==> config.mk <==
export PLATFORM = sky130hd
export DESIGN_NAME = cv32e40p_clock_gate_ctrl
export DESIGN_NICKNAME = d
export VERILOG_FILES = /design/src/rtl/cv32e40p_clock_gate_ctrl.sv
export SDC_FILE = /design/constraint.sdc
export NUM_CORES = 1
export LEC_CHECK = 0
export CORE_MARGIN = 2
export CORE_UTILIZATION = 25
export CTS_CLUSTER_DIAMETER = 30
export CTS_CLUSTER_SIZE = 40
export DETAILED_ROUTE_END_ITERATION = 10
export SLEW_MARGIN = 20
export SYNTH_ARGS = -nofsm -noshare
export SYNTH_HDL_FRONTEND = slang
export SYNTH_SLANG_ARGS = --single-unit
export TNS_END_PERCENT = 1
==> constraint.sdc <==
create_clock -name clk_i -period 2.1 [get_ports clk_i]
set_input_delay 0.42 -clock clk_i [delete_from_list [all_inputs] [get_ports clk_i]]
set_output_delay 0.42 -clock clk_i [all_outputs]
set_load 0.05 [all_outputs]
==> src/rtl/cv32e40p_clock_gate_ctrl.sv <==
// Enable-side controller for the core clock gate.
// Runs on the free-running clock. It drains outstanding activity and waits
// through an idle hysteresis window before it gates the core clock. On wake it
// re-enables the clock and holds a settle window before it releases the core.
// Optional build macro: CV32E40P_CG_STATS_EN adds a saturating counter of
// gated cycles on gated_cycles_o. Without the macro that output is tied to 0.
module cv32e40p_clock_gate_ctrl #(
  parameter int IDLE_CYCLES = 4,
  parameter int WAKE_CYCLES = 2
) (
  input  logic        clk_i,
  input  logic        rst_i,
  input  logic        sleep_req_i,
  input  logic        busy_i,
  input  logic        wake_i,
  input  logic        scan_cg_en_i,
  output logic        en_o,
  output logic        sleeping_o,
  output logic        wake_ack_o,
  output logic [31:0] gated_cycles_o
);

  localparam logic [2:0] S_RUN   = 3'd0;
  localparam logic [2:0] S_DRAIN = 3'd1;
  localparam logic [2:0] S_HOLD  = 3'd2;
  localparam logic [2:0] S_GATED = 3'd3;
  localparam logic [2:0] S_WAKE  = 3'd4;

  // Counter reload values. A zero parameter skips its state, so the reload
  // value is never used in that case.
  localparam logic [7:0] IDLE_LOAD = (IDLE_CYCLES > 0) ? 8'(IDLE_CYCLES - 1) : 8'd0;
  localparam logic [7:0] WAKE_LOAD = (WAKE_CYCLES > 0) ? 8'(WAKE_CYCLES - 1) : 8'd0;

  logic [2:0] r_state;
  logic [7:0] r_cnt;
  logic       r_en_q;
  logic       r_sleeping;
  logic       r_wake_ack;

  logic [2:0] w_state_nxt;
  logic [7:0] w_cnt_nxt;
  logic       w_ack_nxt;

  // Next-state logic. wake_i has priority over sleep_req_i and busy_i everywhere.
  always_comb begin
    w_state_nxt = r_state;
    w_cnt_nxt   = r_cnt;
    w_ack_nxt   = 1'b0;
    case (r_state)
      S_RUN: begin
        if (sleep_req_i && !wake_i) w_state_nxt = S_DRAIN;
      end
      S_DRAIN: begin
        if (wake_i || !sleep_req_i) begin
          w_state_nxt = S_RUN;
        end else if (!busy_i) begin
          if (IDLE_CYCLES == 0) begin
            w_state_nxt = S_GATED;
          end else begin
            w_state_nxt = S_HOLD;
            w_cnt_nxt   = IDLE_LOAD;
          end
        end
      end
      S_HOLD: begin
        if (wake_i || !sleep_req_i) begin
          w_state_nxt = S_RUN;
        end else if (busy_i) begin
          w_state_nxt = S_DRAIN;
        end else if (r_cnt == 8'd0) begin
          w_state_nxt = S_GATED;
        end else begin
          w_cnt_nxt = r_cnt - 8'd1;
        end
      end
      S_GATED: begin
        if (wake_i) begin
          if (WAKE_CYCLES == 0) begin
            w_state_nxt = S_RUN;
            w_ack_nxt   = 1'b1;
          end else begin
            w_state_nxt = S_WAKE;
            w_cnt_nxt   = WAKE_LOAD;
          end
        end
      end
      S_WAKE: begin
        // A wake is never aborted once started, whatever wake_i does now.
        if (r_cnt == 8'd0) begin
          w_state_nxt = S_RUN;
          w_ack_nxt   = 1'b1;
        end else begin
          w_cnt_nxt = r_cnt - 8'd1;
        end
      end
      default: begin
        w_state_nxt = S_RUN;
      end
    endcase
  end

  // State and output flops. en_q changes only on the edge that enters or
  // leaves GATED, so the latch-based gate sees a clean, registered enable.
  always_ff @(posedge clk_i) begin
    if (rst_i) begin
      r_state    <= S_RUN;
      r_cnt      <= 8'd0;
      r_en_q     <= 1'b1;
      r_sleeping <= 1'b0;
      r_wake_ack <= 1'b0;
    end else begin
      r_state    <= w_state_nxt;
      r_cnt      <= w_cnt_nxt;
      r_en_q     <= (w_state_nxt != S_GATED);
      r_sleeping <= (w_state_nxt == S_GATED) || (w_state_nxt == S_WAKE);
      r_wake_ack <= w_ack_nxt;
    end
  end

  // Scan mode forces the clock on without disturbing the state machine.
  assign en_o       = r_en_q | scan_cg_en_i;
  assign sleeping_o = r_sleeping;
  assign wake_ack_o = r_wake_ack;

`ifdef CV32E40P_CG_STATS_EN
  logic [31:0] r_gated_cycles;

  // Saturating count of edges spent in GATED; only reset clears it.
  always_ff @(posedge clk_i) begin
    if (rst_i) begin
      r_gated_cycles <= 32'd0;
    end else if ((r_state == S_GATED) && (r_gated_cycles != 32'hFFFF_FFFF)) begin
      r_gated_cycles <= r_gated_cycles + 32'd1;
    end
  end

  assign gated_cycles_o = r_gated_cycles;
`else
  assign gated_cycles_o = 32'd0;
`endif

endmodule
==> impl_metrics.tcl, run 1 <==
set metrics [dict create \
    min_path_cells 1 \
    gp_congestion 0.774 \
    yosysUniqueCellTypes 41 \
    hold_path.class "register to register" \
    ctsRootBufferMaster "clkbuf_8" \
    die_y_um 69.1 \
    grt_max_degree 13 \
    port_buffers 8 \
    leakage_uw 0.000498 \
    synthCells 132 \
    rsz0062_at_grt "false" \
    drive_gt1_share_pct 18.2 \
    routedWlPerCell_um 9.53 \
    setup_viol 0 \
    max_freq_ghz 0.506 \
    die_x_um 69.1 \
    grt_pass1_vias 698 \
    cts_tree "built" \
    clock_latency_ns 0.25 \
    routed_wl_mm 1.89 \
    start_util_pct 26.3 \
    critPathLaunchType "register" \
    dieArea_um2 4780 \
    status "finished, final reports clean" \
    async_reset_ff_share_pct 0 \
    post-route-cell-area_um2 1190 \
    clk_pin_slew_ns 0.06 \
    yosys.area_share.simple_pct 26.3 \
    yosysMostFrequentCell "buf_4" \
    reg2reg_depth 5 \
    synth_flop_cell "dfxtp_1" \
    yosys.area_share.adder_pct 1.18 \
    ctsHoldBuffers 0 \
    synth_edf_count 0 \
    antenna_found_initial 0 \
    peakVddDrop_mv 0.185 \
    cts_buffer_depth 2 \
    synth_top_family_by_area "simple AND/OR/NAND/NOR gates" \
    rows 23 \
    layout_worst_path_cycle_share_pct 94.2 \
    syn_area_um2 1060 \
    core_area_um2 4030 \
    critPathCaptureType "register" \
    avgViaCountPerCell 4.34 \
    drc_errors 0 \
    ctsResizeCount 0 \
    synth_seq_cells 14 \
    drt_pass1_iterations 4 \
    diodes 0 \
    finalHoldViolCount 0 \
    period_needed_ns 1.98 \
    finalClockSkew_ns 0.00140 \
    grt_pass1_wl_mm 3.11 \
    synth_top_area_cell "dfxtp_1" \
    dp.cells 194 \
    drtIter0Drc 32 \
    yosysWarnings 0 \
    power_density_nw_per_um2 684 \
    ant_nets 0 \
    fillers 449 \
    hpwl_mm 1.48 \
    synth_compound_area_share_pct 18.3 \
    h-tree-depth 1 \
    avgSynthCellArea_um2 8.04 \
    ios 41 \
    postPlaceCellArea_um2 1120 \
    synth_mux_area_share_pct 0.943 \
    cp.arrival_ns 2.16 \
    finalNetCount 156 \
    synthTopCellsByCount "33 x buf_4, 14 x dfxtp_1, 11 x nand2_1" \
    cts_buffers 3 \
    gr-total-overflow 0 \
    yosys.area_share.xor_xnor_pct 0.825 \
    cts_sinks 14 \
    required_ns 2.29 \
    max-cap-violations 0 \
    ys_seq_area_share_pct 26.4 \
    slew_viol_final 0 \
    critPathMaxFanout 11 \
    final_cell_count_no_fill 198 \
    areaGrowthSynthToFinish_pct 12.0 \
    gr-usage-all-layers_pct 8.08 \
    routed-via-count 859 \
    crit_type "register to register" \
    netlist.area_leader.share_pct 26.4 \
    cts_setup_buffers 0 \
    synth.area.top_cells "dfxtp_1 26%, buf_4 23%, nand2_1 3.9%" \
]
[where the power goes]
group	internal (uW)	leakage [uW]	total, uW	switching, uW
Combinational	62.4	0.000356	258	195
Clock	167	0.0000288	270	103
Sequential	276	0.000114	285	9.14
[critical path: stages (launching register included)]
cell	delay, ns
dfxtp_1	0.34
or4_4	0.58
nor3_4	0.31
o21a_1	0.39
o21ai_0	0.14
a21oi_1	0.15
[final timing paths]
kind	start	to	slack, ns
setup / recovery	r_cnt[3]$_SDFFE_PP0P_	r_cnt[2]$_SDFFE_PP0P_	0.12
hold / removal	r_state[1]$_SDFF_PP0_	r_en_q$_SDFF_PP1_	0.45
setup reg to reg	r_cnt[3]$_SDFFE_PP0P_	r_cnt[2]$_SDFFE_PP0P_	0.12
hold reg to reg	r_state[1]$_SDFF_PP0_	r_en_q$_SDFF_PP1_	0.45
[cell families after synthesis]
logic type | count (synthesis)
other | 1
AND/OR/NAND/NOR | 46
XOR/XNOR | 1
AO/OA/AOI/OAI | 29
buffers and inverters | 39
multiplexers | 1
adder cells (fa/ha/maj) | 1
flip-flops | 14
[flip-flops by register name, summed over array words and instances (netlist names)]
register / count
r_cnt: 8
r_en_q: 1
r_state: 3
sleeping_o: 1
wake_ack_o: 1
[area by class of cell]
| cell class | count | area (um2) | area share, % |
|---|---|---|---|
| clock buffer | 4 | 55.1 | 4.63 |
| inverter | 3 | 11.3 | 0.947 |
| multi-input combinational | 110 | 634 | 53.4 |
| sequential | 14 | 280 | 23.6 |
| tap | 50 | 62.6 | 5.26 |
| timing repair buffer | 17 | 145 | 12.2 |
[routing by layer]
metal / track usage [%] / part of all wire (%) / vias to the layer above
li1: - / - / 431
met1: 10.4 / 47 / 391
met2: 11.4 / 43 / 32
met3: 2.19 / 6.1 / 5
met4: 5.88 / 3.2 / 0
met5: 0 / 0 / -
[layout by cell type (no fill, tap or decap), types with 2 or more instances in the layout]
master           count
a21boi_0             2
a21oi_1              6
a21oi_2              2
buf_4               10
clkbuf_8             4
clkdlybuf4s50_1      7
conb_1              32
dfxtp_1             14
inv_1                3
nand2_1             10
nand2b_1             3
nor2_1               5
nor3_1               5
nor4_1               2
o211ai_1             3
o21a_1               2
o21ai_0              6
or2_2                3
or3_1                2
or3b_2               2
or4_1                3
[stage by stage]
step                hold slack (ns)  TNS, ns  worst slack [ns]  power [uW]  util, %
floorplan                     0.451        0             0.324         549        -
global placement              0.441   -0.783            -0.192         545     27.9
detailed placement            0.434   -0.833            -0.220         544     27.9
CTS                           0.452        0            0.0337         820     29.3
global route                  0.477        0           0.00844         857     29.5
finish                        0.450        0             0.123         813     29.5
(Power assumes the default switching activity.)
==> run 2: changes to the inputs <==
- CELL_PAD_IN_SITES_DETAIL_PLACEMENT: unset -> 0
- CELL_PAD_IN_SITES_GLOBAL_PLACEMENT: unset -> 2
- CORE_UTILIZATION: 25 -> 24
- MAX_ROUTING_LAYER: unset -> met4
- PLACE_DENSITY_LB_ADDON: unset -> 0.1
==> run 2 against run 1 <==
  * Core utilization fell by 1.4 points
  * Power fell by 3.0%
  * Sequential power barely moved
  * Sequential share of layout area fell by 0.32 points
  * Global-route usage rose by 2.1 points
  * Routed wire length rose by 20%
  * Fmax fell by 2.1%
  * Register-to-register slack improved by 0.14 ns
  * Largest power group unchanged
==> impl_metrics.tcl, run 2 (synthesized netlist as in run 1, its figures left out) <==
set metrics [dict create \
    status "finished, final reports clean" \
    crit_top_cell "or4b_1" \
    grt_max_degree 12 \
    routed_wl_mm 2.26 \
    port_buffers 8 \
    max_stage_delay_ns 0.56 \
    layout_worst_path_cycle_share_pct 96.2 \
    gr-usage-all-layers_pct 10.2 \
    routed-via-count 862 \
    drt_pass1_iterations 3 \
    final_common_cell "conb_1" \
    cts_tree "built" \
    core_area_um2 4290 \
    gr-total-overflow 0 \
    fillers 493 \
    hpwl_mm 1.79 \
    met1_length_mm 1.11 \
    grt_pass1_wl_mm 3.90 \
    required_ns 2.29 \
    finalNetCount 160 \
    r2r-end "sleeping_o$_SDFF_PP0_" \
    drive_gt1_share_pct 19.9 \
    path_depth 6 \
    areaGrowthSynthToFinish_pct 13.6 \
    max-cap-violations 0 \
    clock_latency_ns 0.24 \
    finalClockSkew_ns 0.00128 \
    wl_met2_mm 1.02 \
    ctsHoldBuffers 0 \
    period_needed_ns 2.02 \
    crit_family "simple AND/OR/NAND/NOR gates" \
    drc_errors 0 \
    reg2reg_depth 5 \
    power_density_nw_per_um2 654 \
    cts_buffer_depth 2 \
    critPathCaptureType "register" \
    max_freq_ghz 0.495 \
    min_path_cells 1 \
    wl_met3_um 110 \
    rsz0062_at_grt "true" \
    top_register "r_cnt" \
    final_cell_mix "32 x conb_1, 14 x buf_4, 14 x dfxtp_1" \
    h-tree-depth 1 \
    cp_num_buf_inv 1 \
    slew_viol_final 0 \
    finalHoldViolCount 0 \
    crit_type "primary input to register" \
    diodes 0 \
    die_y_um 70.5 \
    routedWlPerCell_um 11.2 \
    critPathLaunchType "primary input" \
    ant_nets 0 \
    drtIter0Drc 21 \
    antenna_found_initial 0 \
    r2r_slack_ns 0.26 \
    hold_path.class "register to register" \
    critPathMaxFanout 6 \
    setup_viol 0 \
    routed.top_layer "met4" \
    clk_pin_slew_ns 0.06 \
    ios 41 \
    total_power_uw 788 \
    crit_path_end "r_cnt[5]$_SDFFE_PP0P_" \
    slowest_stage "or4b_1" \
    peakVddDrop_mv 0.330 \
    cts_sinks 14 \
    die_x_um 70.5 \
    utilization_pct 28.1 \
    rows 24 \
    crit_start "wake_i" \
    path_cells "clkdlybuf4s50_1 > or4b_1 > nand2_2 > o21ai_2 > or4b_1 > nand2_1" \
    avgViaCountPerCell 4.25 \
    ctsRootBufferMaster "clkbuf_8" \
    ctsResizeCount 1 \
    start_util_pct 24.7 \
    dieArea_um2 4970 \
    cts_buffers 3 \
    cp.arrival_ns 2.21 \
    largestRegisters "r_cnt x8, r_state x3" \
    gp_congestion 0.777 \
    r2r-start "r_cnt[3]$_SDFFE_PP0P_" \
    cts_setup_buffers 0 \
    largest_reg_flops 8 \
    leakage_uw 0.000510 \
    grt_pass1_vias 810 \
]
==> run 2: worst min-delay path by stage <==
stage                           from                    end  slack [ns]
2_1_floorplan  r_cnt[4]$_SDFFE_PP0P_  r_cnt[4]$_SDFFE_PP0P_        0.45
6_report       r_state[1]$_SDFF_PP0_      r_en_q$_SDFF_PP1_        0.48
3_5_place_dp   r_state[1]$_SDFF_PP0_      r_en_q$_SDFF_PP1_        0.47
4_1_cts        r_state[1]$_SDFF_PP0_      r_en_q$_SDFF_PP1_        0.49
3_3_place_gp   r_cnt[4]$_SDFFE_PP0P_  r_cnt[4]$_SDFFE_PP0P_        0.47
5_1_grt        r_state[1]$_SDFF_PP0_      r_en_q$_SDFF_PP1_        0.51
==> run 2: area by class of cell <==
type / count / area [um2] / share of cell area (%)
timing repair buffer: 21 / 175 / 14.5
sequential: 14 / 280 / 23.3
tap: 52 / 65.1 / 5.40
multi-input combinational: 110 / 632 / 52.4
inverter: 3 / 11.3 / 0.935
clock buffer: 3 / 41.3 / 3.43
==> run 2: report_power, final <==
part	switching (uW)	internal, uW
Combinational	201	73.2
Sequential	9.91	276
Clock	101	127
==> run 2: metrics by stage <==
step / setup WS, ns / cells / hold WS, ns / area [um2] / setup TNS (ns)
6_report: 0.0799 / 203 / 0.478 / 1200 / 0
5_1_grt: -0.00769 / 203 / 0.511 / 1200 / -0.00769
4_1_cts: 0.0209 / 203 / 0.486 / 1200 / 0
3_5_place_dp: -0.261 / 200 / 0.469 / 1160 / -1.10
3_3_place_gp: -0.225 / 200 / 0.465 / 1160 / -0.952
2_1_floorplan: 0.324 / 163 / 0.451 / 1180 / 0
==> run 2: metal layers <==
layer	vias to the layer above	global-route usage, %
li1	441	-
met2	22	15.7
met3	4	3.03
met4	0	2.56
met5	-	-
met1	395	13.0
==> run 2: worst register-to-register path, cell delays in order (launching register included) <==
cell     delay [ns]
dfxtp_1        0.34
or4_4          0.58
nor3_4         0.26
a21oi_2        0.09
or3b_1         0.37
a21oi_2        0.14
